`config.mk`:
```
export PLATFORM = sky130hd
export DESIGN_NAME = sipo_frame_rx_flat
export DESIGN_NICKNAME = d
export VERILOG_FILES = /design/src/rtl/sipo_frame_rx_if.sv /design/src/rtl/sipo_frame_rx.sv /design/src/flat_wrapper.sv
export SDC_FILE = /design/constraint.sdc
export NUM_CORES = 1
export LEC_CHECK = 0
export ABC_AREA = 0
export CAP_MARGIN = 20
export CORE_MARGIN = 4
export CORE_UTILIZATION = 48
export CTS_BUF_LIST = sky130_fd_sc_hd__clkbuf_4
export DETAILED_ROUTE_END_ITERATION = 10
export PLACE_DENSITY = 0.75
export SLEW_MARGIN = 20
export SYNTH_ARGS = -nofsm -noshare
export SYNTH_HDL_FRONTEND = slang
export SYNTH_SLANG_ARGS = --single-unit
```
`constraint.sdc`:
```
create_clock -name clk -period 1.5 [get_ports clk]
set_input_delay 0.45 -clock clk [delete_from_list [all_inputs] [get_ports clk]]
set_output_delay 0.45 -clock clk [all_outputs]
set_load 0.005 [all_outputs]
```
`src/rtl/sipo_frame_rx_if.sv`:
```
// ----------------------------------------------------------------------------
// sipo_frame_rx_if
// Bundles the serial input, error-clear, parallel output handshake and
// status lines of the serial-in / parallel-out frame receiver.
//
// Signals
//   si_en    : bit strobe; si is only meaningful while si_en=1
//   si       : serial line, idle low, start bit high, data MSB first
//   clr_err  : synchronous clear of the sticky error flags
//   po       : received data word (WIDTH bits)
//   po_valid : po holds a word not yet taken by the consumer
//   po_ready : consumer accepts po when po_valid=1
//   busy     : receiver is inside a frame
//   par_err  : sticky parity error
//   ovf      : sticky overflow (a finished word was dropped)
//
// Modports
//   master : stimulus / consumer side
//   slave  : receiver side
// ----------------------------------------------------------------------------
interface sipo_frame_rx_if #(
  parameter int WIDTH = 4
);
  logic             si_en;
  logic             si;
  logic             clr_err;
  logic [WIDTH-1:0] po;
  logic             po_valid;
  logic             po_ready;
  logic             busy;
  logic             par_err;
  logic             ovf;

  modport master (
    output si_en, si, clr_err, po_ready,
    input  po, po_valid, busy, par_err, ovf
  );

  modport slave (
    input  si_en, si, clr_err, po_ready,
    output po, po_valid, busy, par_err, ovf
  );
endinterface

```
`src/rtl/sipo_frame_rx.sv`:
```
// ----------------------------------------------------------------------------
// sipo_frame_rx
// Serial-in / parallel-out frame receiver. A frame is a high start bit,
// WIDTH data bits (MSB first) and, when PARITY_EN=1, one even-parity bit.
// Bits are only sampled in cycles with si_en=1. A finished word is handed
// to a valid/ready output register; if that register is still occupied
// and not being taken in the same cycle, the new word is dropped and the
// sticky ovf flag is raised. A parity failure drops the word and raises
// the sticky par_err flag. Reception never waits for the consumer.
//
// Parameters
//   WIDTH     : data bits per frame and width of po (2..16)
//   PARITY_EN : 1 = frame carries an even-parity bit, 0 = no parity bit
//
// Ports
//   clk : clock, rising edge
//   rst : asynchronous, active-high reset
//   bus : sipo_frame_rx_if slave modport (see interface for signal list)
// ----------------------------------------------------------------------------
module sipo_frame_rx #(
  parameter int WIDTH     = 4,
  parameter int PARITY_EN = 1
) (
  input logic            clk,
  input logic            rst,
  sipo_frame_rx_if.slave bus
);

  localparam int             CW         = $clog2(WIDTH + 1);
  localparam logic [CW-1:0]  LAST_CNT   = CW'(WIDTH - 1);
  localparam bit             HAS_PARITY = (PARITY_EN != 0);

  typedef enum logic [1:0] {
    IDLE   = 2'd0,
    DATA   = 2'd1,
    PARITY = 2'd2
  } state_t;

  // Returns 1 when data plus its parity bit do not have even parity.
  function automatic logic parity_bad(input logic [WIDTH-1:0] data,
                                      input logic             par_bit);
    return (^data) ^ par_bit;
  endfunction

  state_t           state_r;
  state_t           state_nxt_s;
  logic [CW-1:0]    cnt_r;
  logic [CW-1:0]    cnt_nxt_s;
  logic [WIDTH-1:0] sh_r;
  logic [WIDTH-1:0] sh_nxt_s;
  logic [WIDTH-1:0] shifted_s;
  logic [WIDTH-1:0] word_s;
  logic             deliver_s;
  logic             par_set_s;

  logic [WIDTH-1:0] po_r;
  logic [WIDTH-1:0] po_nxt_s;
  logic             po_valid_r;
  logic             po_valid_nxt_s;
  logic             ovf_set_s;
  logic             busy_r;
  logic             par_err_r;
  logic             par_err_nxt_s;
  logic             ovf_r;
  logic             ovf_nxt_s;

  assign shifted_s = {sh_r[WIDTH-2:0], bus.si};

  // Receive FSM: next state, shift/counter update and word completion.
  always_comb begin
    state_nxt_s = state_r;
    cnt_nxt_s   = cnt_r;
    sh_nxt_s    = sh_r;
    word_s      = sh_r;
    deliver_s   = 1'b0;
    par_set_s   = 1'b0;
    case (state_r)
      IDLE: begin
        if (bus.si_en && bus.si) begin
          state_nxt_s = DATA;
          cnt_nxt_s   = {CW{1'b0}};
          sh_nxt_s    = {WIDTH{1'b0}};
        end else begin
          state_nxt_s = IDLE;
        end
      end
      DATA: begin
        if (bus.si_en) begin
          sh_nxt_s  = shifted_s;
          cnt_nxt_s = cnt_r + CW'(1);
          if (cnt_r == LAST_CNT) begin
            if (HAS_PARITY) begin
              state_nxt_s = PARITY;
            end else begin
              // Without a parity bit the word is complete on this bit.
              state_nxt_s = IDLE;
              deliver_s   = 1'b1;
              word_s      = shifted_s;
            end
          end else begin
            state_nxt_s = DATA;
          end
        end else begin
          state_nxt_s = DATA;
        end
      end
      PARITY: begin
        if (bus.si_en) begin
          state_nxt_s = IDLE;
          if (parity_bad(sh_r, bus.si)) begin
            par_set_s = 1'b1;
          end else begin
            deliver_s = 1'b1;
          end
        end else begin
          state_nxt_s = PARITY;
        end
      end
      default: begin
        state_nxt_s = IDLE;
        cnt_nxt_s   = {CW{1'b0}};
        sh_nxt_s    = {WIDTH{1'b0}};
      end
    endcase
  end

  // Output register: deliver into a free (or simultaneously drained) slot,
  // otherwise drop the word and flag overflow.
  always_comb begin
    po_nxt_s       = po_r;
    po_valid_nxt_s = po_valid_r;
    ovf_set_s      = 1'b0;
    if (deliver_s) begin
      if (!po_valid_r || bus.po_ready) begin
        po_nxt_s       = word_s;
        po_valid_nxt_s = 1'b1;
      end else begin
        ovf_set_s = 1'b1;
      end
    end else if (po_valid_r && bus.po_ready) begin
      po_valid_nxt_s = 1'b0;
    end else begin
      po_valid_nxt_s = po_valid_r;
    end
  end

  // Sticky flags: a new error in the clearing cycle keeps the flag set.
  always_comb begin
    par_err_nxt_s = par_set_s | (par_err_r & ~bus.clr_err);
    ovf_nxt_s     = ovf_set_s | (ovf_r & ~bus.clr_err);
  end

  // State and output registers with asynchronous reset.
  always_ff @(posedge clk or posedge rst) begin
    if (rst) begin
      state_r    <= IDLE;
      cnt_r      <= {CW{1'b0}};
      sh_r       <= {WIDTH{1'b0}};
      po_r       <= {WIDTH{1'b0}};
      po_valid_r <= 1'b0;
      busy_r     <= 1'b0;
      par_err_r  <= 1'b0;
      ovf_r      <= 1'b0;
    end else begin
      state_r    <= state_nxt_s;
      cnt_r      <= cnt_nxt_s;
      sh_r       <= sh_nxt_s;
      po_r       <= po_nxt_s;
      po_valid_r <= po_valid_nxt_s;
      busy_r     <= (state_nxt_s != IDLE);
      par_err_r  <= par_err_nxt_s;
      ovf_r      <= ovf_nxt_s;
    end
  end

  assign bus.po       = po_r;
  assign bus.po_valid = po_valid_r;
  assign bus.busy     = busy_r;
  assign bus.par_err  = par_err_r;
  assign bus.ovf      = ovf_r;

endmodule

```
`src/flat_wrapper.sv`:
```
// flat-port wrapper written by rule: the top's interface ports become plain ports
module sipo_frame_rx_flat 
#(
  parameter int WIDTH     = 4,
  parameter int PARITY_EN = 1
)
  (clk, rst, bus_si_en, bus_si, bus_clr_err, bus_po_ready, bus_po, bus_po_valid, bus_busy, bus_par_err, bus_ovf);
  sipo_frame_rx_if #(.WIDTH(WIDTH)) bus_i ();
  input logic clk;
  input logic rst;
  input wire logic [$bits(bus_i.si_en)-1:0] bus_si_en;
  input wire logic [$bits(bus_i.si)-1:0] bus_si;
  input wire logic [$bits(bus_i.clr_err)-1:0] bus_clr_err;
  input wire logic [$bits(bus_i.po_ready)-1:0] bus_po_ready;
  output wire logic [$bits(bus_i.po)-1:0] bus_po;
  output wire logic [$bits(bus_i.po_valid)-1:0] bus_po_valid;
  output wire logic [$bits(bus_i.busy)-1:0] bus_busy;
  output wire logic [$bits(bus_i.par_err)-1:0] bus_par_err;
  output wire logic [$bits(bus_i.ovf)-1:0] bus_ovf;
  assign bus_i.si_en = bus_si_en;
  assign bus_i.si = bus_si;
  assign bus_i.clr_err = bus_clr_err;
  assign bus_i.po_ready = bus_po_ready;
  assign bus_po = bus_i.po;
  assign bus_po_valid = bus_i.po_valid;
  assign bus_busy = bus_i.busy;
  assign bus_par_err = bus_i.par_err;
  assign bus_ovf = bus_i.ovf;
  sipo_frame_rx #(.WIDTH(WIDTH), .PARITY_EN(PARITY_EN)) u_core (.clk(clk), .rst(rst), .bus(bus_i));
endmodule
```
==> out/results.txt <==
The flow ran to the end, but the final reports show violations. The checks that failed: setup timing. The tools report the largest net degree at the start of global routing as 18.

Pin placement for this block handled 14 I/O pins. In the post-synthesis netlist, the biggest area contributors are sky130_fd_sc_hd__dfrtp_1 52%, sky130_fd_sc_hd__mux2_4 5.5%, sky130_fd_sc_hd__o21ai_0 4.8%. The floorplan step set the die height to 49.48 µm. The minimum clock period works out to 1526 ps.

Clock tree synthesis inserted a total of 3 buffers. The number of setup violations in the final report is 3, and the largest driver fanout on the critical path is 3. The dominant cell by count in the synthesized netlist is sky130_fd_sc_hd__dfrtp_1.

After technology mapping, the gate count stands at 77. The run gives -71.32 ps as the final total negative setup slack. For this design the static power due to leakage is 0.5999 nW.

The synthesized design contains 0 enable-type register cells. After synthesis, the largest family of logic cells by area is compound AO/OA/AOI/OAI gates. The logs give 0 for the count of final hold-check violations and 17 for the sink count of the clock tree.

The worst hold path belongs to the class in -> async. Fill cells in the final layout number 112. The most used flip-flop cell after synthesis is sky130_fd_sc_hd__dfrtp_1.

For this run, the detailed router's first-pass iteration total came to 4. The post-synthesis simple-gate area fraction is 11.52%, and the maximum vdd ir drop is 1064 µV. The proportion of synthesized chip area in sequential cells is 51.52%, and the final routed wire length divided by cell count is 14.00 µm. The Yosys step of the flow raised 0 warnings. Of the available clock period, the critical path in the final layout requires 101.7%.

The top cell type by area accounts for 51.52% of the synthesized area. The finished cells cover 0.001165 mm². The detailed router used layers up to and including met4. The synthesized design spends more area on one cell type than any other, namely sky130_fd_sc_hd__dfrtp_1. The number of synthesized register bits is 17, and the last weighted congestion value of the routability-driven placer is 0.7205. The final worst slack was -25.81 ps.

For this run, asynchronously set or reset flops after synthesis account for 100.0%. The required time at the endpoint of the critical path was 1670 ps; the multiplexer fraction of the synthesized cell area was 5.455%. The die covers 0.002448 mm². The detail route stage leaves a number of antenna-violating nets equal to 0. The synthesized netlist devotes 6.970% of its cell area to XOR and XNOR gates.

The standard cell core area is 0.001559 mm². The number of port buffers works out to 13. For the pin with the worst max-slew slack, the measured transition is 339.1 ps. The final route contains 696 vias. For the number of violations of the max-capacitance limit, the log shows 0.

STA classifies the critical path endpoint as a flip-flop. Power spread over the standard cell area amounts to 1739 mW/mm². The synthesized netlist devotes 17.42% of its cell area to compound gates. The H-tree level count is 1. Setup repair after global routing could not meet its margin everywhere. Residual overflow from global routing: 0. The HPWL after detailed placement is 1.347 mm.

The width of the chip works out to 49.48 µm. The detailed router put a total of 813 µm of wire on met1. The final count of pins violating max slew is 0, and the max-slew headroom at the worst pin is 77.33%. Timing would allow up to 0.6554 GHz. For this run, the total global-route usage over all layers was measured as 16.83%.

The via count of the first global-routing pass is 697. TritonCTS built the clock tree. In the detailed route, the total length drawn on met2 is 901 µm. The clock reaches the later pin of the worst-skew pair after 280 ps. In this design, the stage delay of the slowest critical-path cell is 400 ps.

After synthesis, the most frequently instantiated cells are 17 x sky130_fd_sc_hd__dfrtp_1, 10 x sky130_fd_sc_hd__nand2_1, 8 x sky130_fd_sc_hd__inv_1, 8 x sky130_fd_sc_hd__o21ai_0, 5 x sky130_fd_sc_hd__a22oi_1. The first global-routing pass estimated 3.146 mm of wire. STA classifies the critical path startpoint as an input port.

The number of violations reported at the end of detailed-routing iteration 0 is 11. The signal on the critical path passes through clkdlybuf4s15_1 -> xnor2_2 -> xnor3_2 -> nand2_4 -> mux2_4. Counting distinct cell types in the post-synthesis netlist gives 23. Compared with the post-synthesis result, the final layout area differs by 41.06%. The critical path buffer and inverter count works out to 1. Cells fill 74.72% of the core in the end.

The run gives 122 as the number of nets in the final layout. The tools report the cell area after synthesis as 825.8 µm². The tools report the starting utilization of the core area as 52.97%. For this design, the slowest cell found on the critical path is sky130_fd_sc_hd__xnor3_2. The site row count was 14; the routed wire length was 1.806 mm.

For the final database, setup skew stands at 5.612 ps. CTS placed an instance of sky130_fd_sc_hd__clkbuf_4 at the clock tree root. After synthesis, the mean cell area works out to 10.72 µm².

0 antenna diodes ended up in the layout. For this run, design rule violations remaining after detail routing come to 0. Clock-pin slew was measured on the worst setup and hold paths at 100 ps. The net count of the mapped netlist is 85, and the post-synthesis adder-cell area fraction is 3.030%. In this run the deepest clock path goes through 2 buffers. The run gives 1700 ps as the data arrival time of the critical path. For the worst hold-check slack, the log shows 469.8 ps. The via density per instance works out to 5.395. Among cell families on the critical path, the largest total delay comes from XOR/XNOR gates.

Summed over all nets, wire length on met3 after detailed routing comes to 81 µm. The post-route netlist has 30.09% of its cells at a drive strength greater than 1. In this run the cell area measured after placement is 0.001105 mm².

The worst setup path is of the in -> reg kind. The tools report the initial antenna violation count as 0.
==> logic make-up after synthesis <==
logic type,Yosys count
compound gates,23
xor+xnor,4
fa+ha+maj,2
buf+inv,9
flops,17
mux,3
simple gates,19
==> through the flow <==
stage	std cells	total power, mW	setup WS, ps
floorplan	77	1.289	-19.93
global placement	121	1.736	-432.5
detailed placement	121	1.781	-481.4
CTS	128	2.037	-51.63
global route	129	2.189	-48.62
finish	129	2.025	-25.81
==> cell usage in the layout (no fill, tap or decap), drive strengths merged <==
master / instances
a22oi: 5
dfrtp: 17
and2: 2
buf: 20
nand2: 11
nand3b: 1
and3b: 1
o21a: 1
o32ai: 2
inv: 8
clkdlybuf4s50: 4
xnor3: 1
clkbuf: 4
nor2: 1
ha: 2
a21oi: 4
a22o: 1
o21ai: 8
mux2: 3
dlygate4sd2: 8
or2: 1
nand2b: 2
clkdlybuf4s15: 1
xnor2: 3
o22ai: 2
==> repair_timing <==
| action | in CTS | in global routing |
|---|---|---|
| gates resized for setup | 10 | 2 |
| hold buffers | 0 | 0 |
| pin swaps | 1 | 2 |
| setup endpoints to repair | 15 | 5 |
| buffers inserted | 3 | 1 |
==> per-layer routing <==
| layer | vias up | GRT usage (%) |
|---|---|---|
| met5 | - | 0 |
| met4 | 0 | 7.834 |
| met3 | 2 | 4.518 |
| met2 | 12 | 29.24 |
| met1 | 341 | 19.11 |
| li1 | 341 | - |
==> registers in the layout (all words and copies together) (netlist names) <==
register             flops
u_core.bus.po            4
u_core.sh_r              4
u_core.cnt_r             3
u_core.state_r           2
u_core.bus.busy          1
u_core.bus.ovf           1
u_core.bus.par_err       1
u_core.bus.po_valid      1
==> report_power, final <==
part           internal, mW  total, mW  leakage [nW]  switching, mW
registers             0.603      0.705         0.224          0.102
logic                 0.623       1.06         0.358          0.441
clock network         0.121      0.256        0.0184          0.135
==> worst reg2reg max path, stage by stage (launching register included) <==
cell,delay (ps)
sky130_fd_sc_hd__dfrtp_1,430
sky130_fd_sc_hd__xnor2_2,190
sky130_fd_sc_hd__xnor3_2,400
sky130_fd_sc_hd__nand2_4,100
sky130_fd_sc_hd__mux2_4,290
==> layout make-up <==
class	count	area, µm²	area share, %
sequential	17	425.4	36.52
multi-input combinational	51	389.1	33.40
timing repair buffer	33	270.3	23.20
clock buffer	4	30.03	2.578
inverter	8	30.03	2.578
tap	16	20.02	1.719
==> final timing paths <==
path | start | end | slack [ps] | depth (start not counted)
max | bus_si | u_core.bus.po[2]$_DFFE_PP0P_ | -30 | 5
min | rst | u_core.bus.po[3]$_DFFE_PP0P_ | 470 | 3
max reg2reg | u_core.sh_r[2]$_DFFE_PP0P_ | u_core.bus.po[2]$_DFFE_PP0P_ | -20 | 4
min reg2reg | u_core.bus.po[3]$_DFFE_PP0P_ | u_core.bus.po[3]$_DFFE_PP0P_ | 510 | 1
max in group asynchronous | rst | u_core.sh_r[0]$_DFFE_PP0P_ | 830 | 3
min in group clk | u_core.bus.po[3]$_DFFE_PP0P_ | u_core.bus.po[3]$_DFFE_PP0P_ | 510 | 1
(Power assumes the default switching activity.)
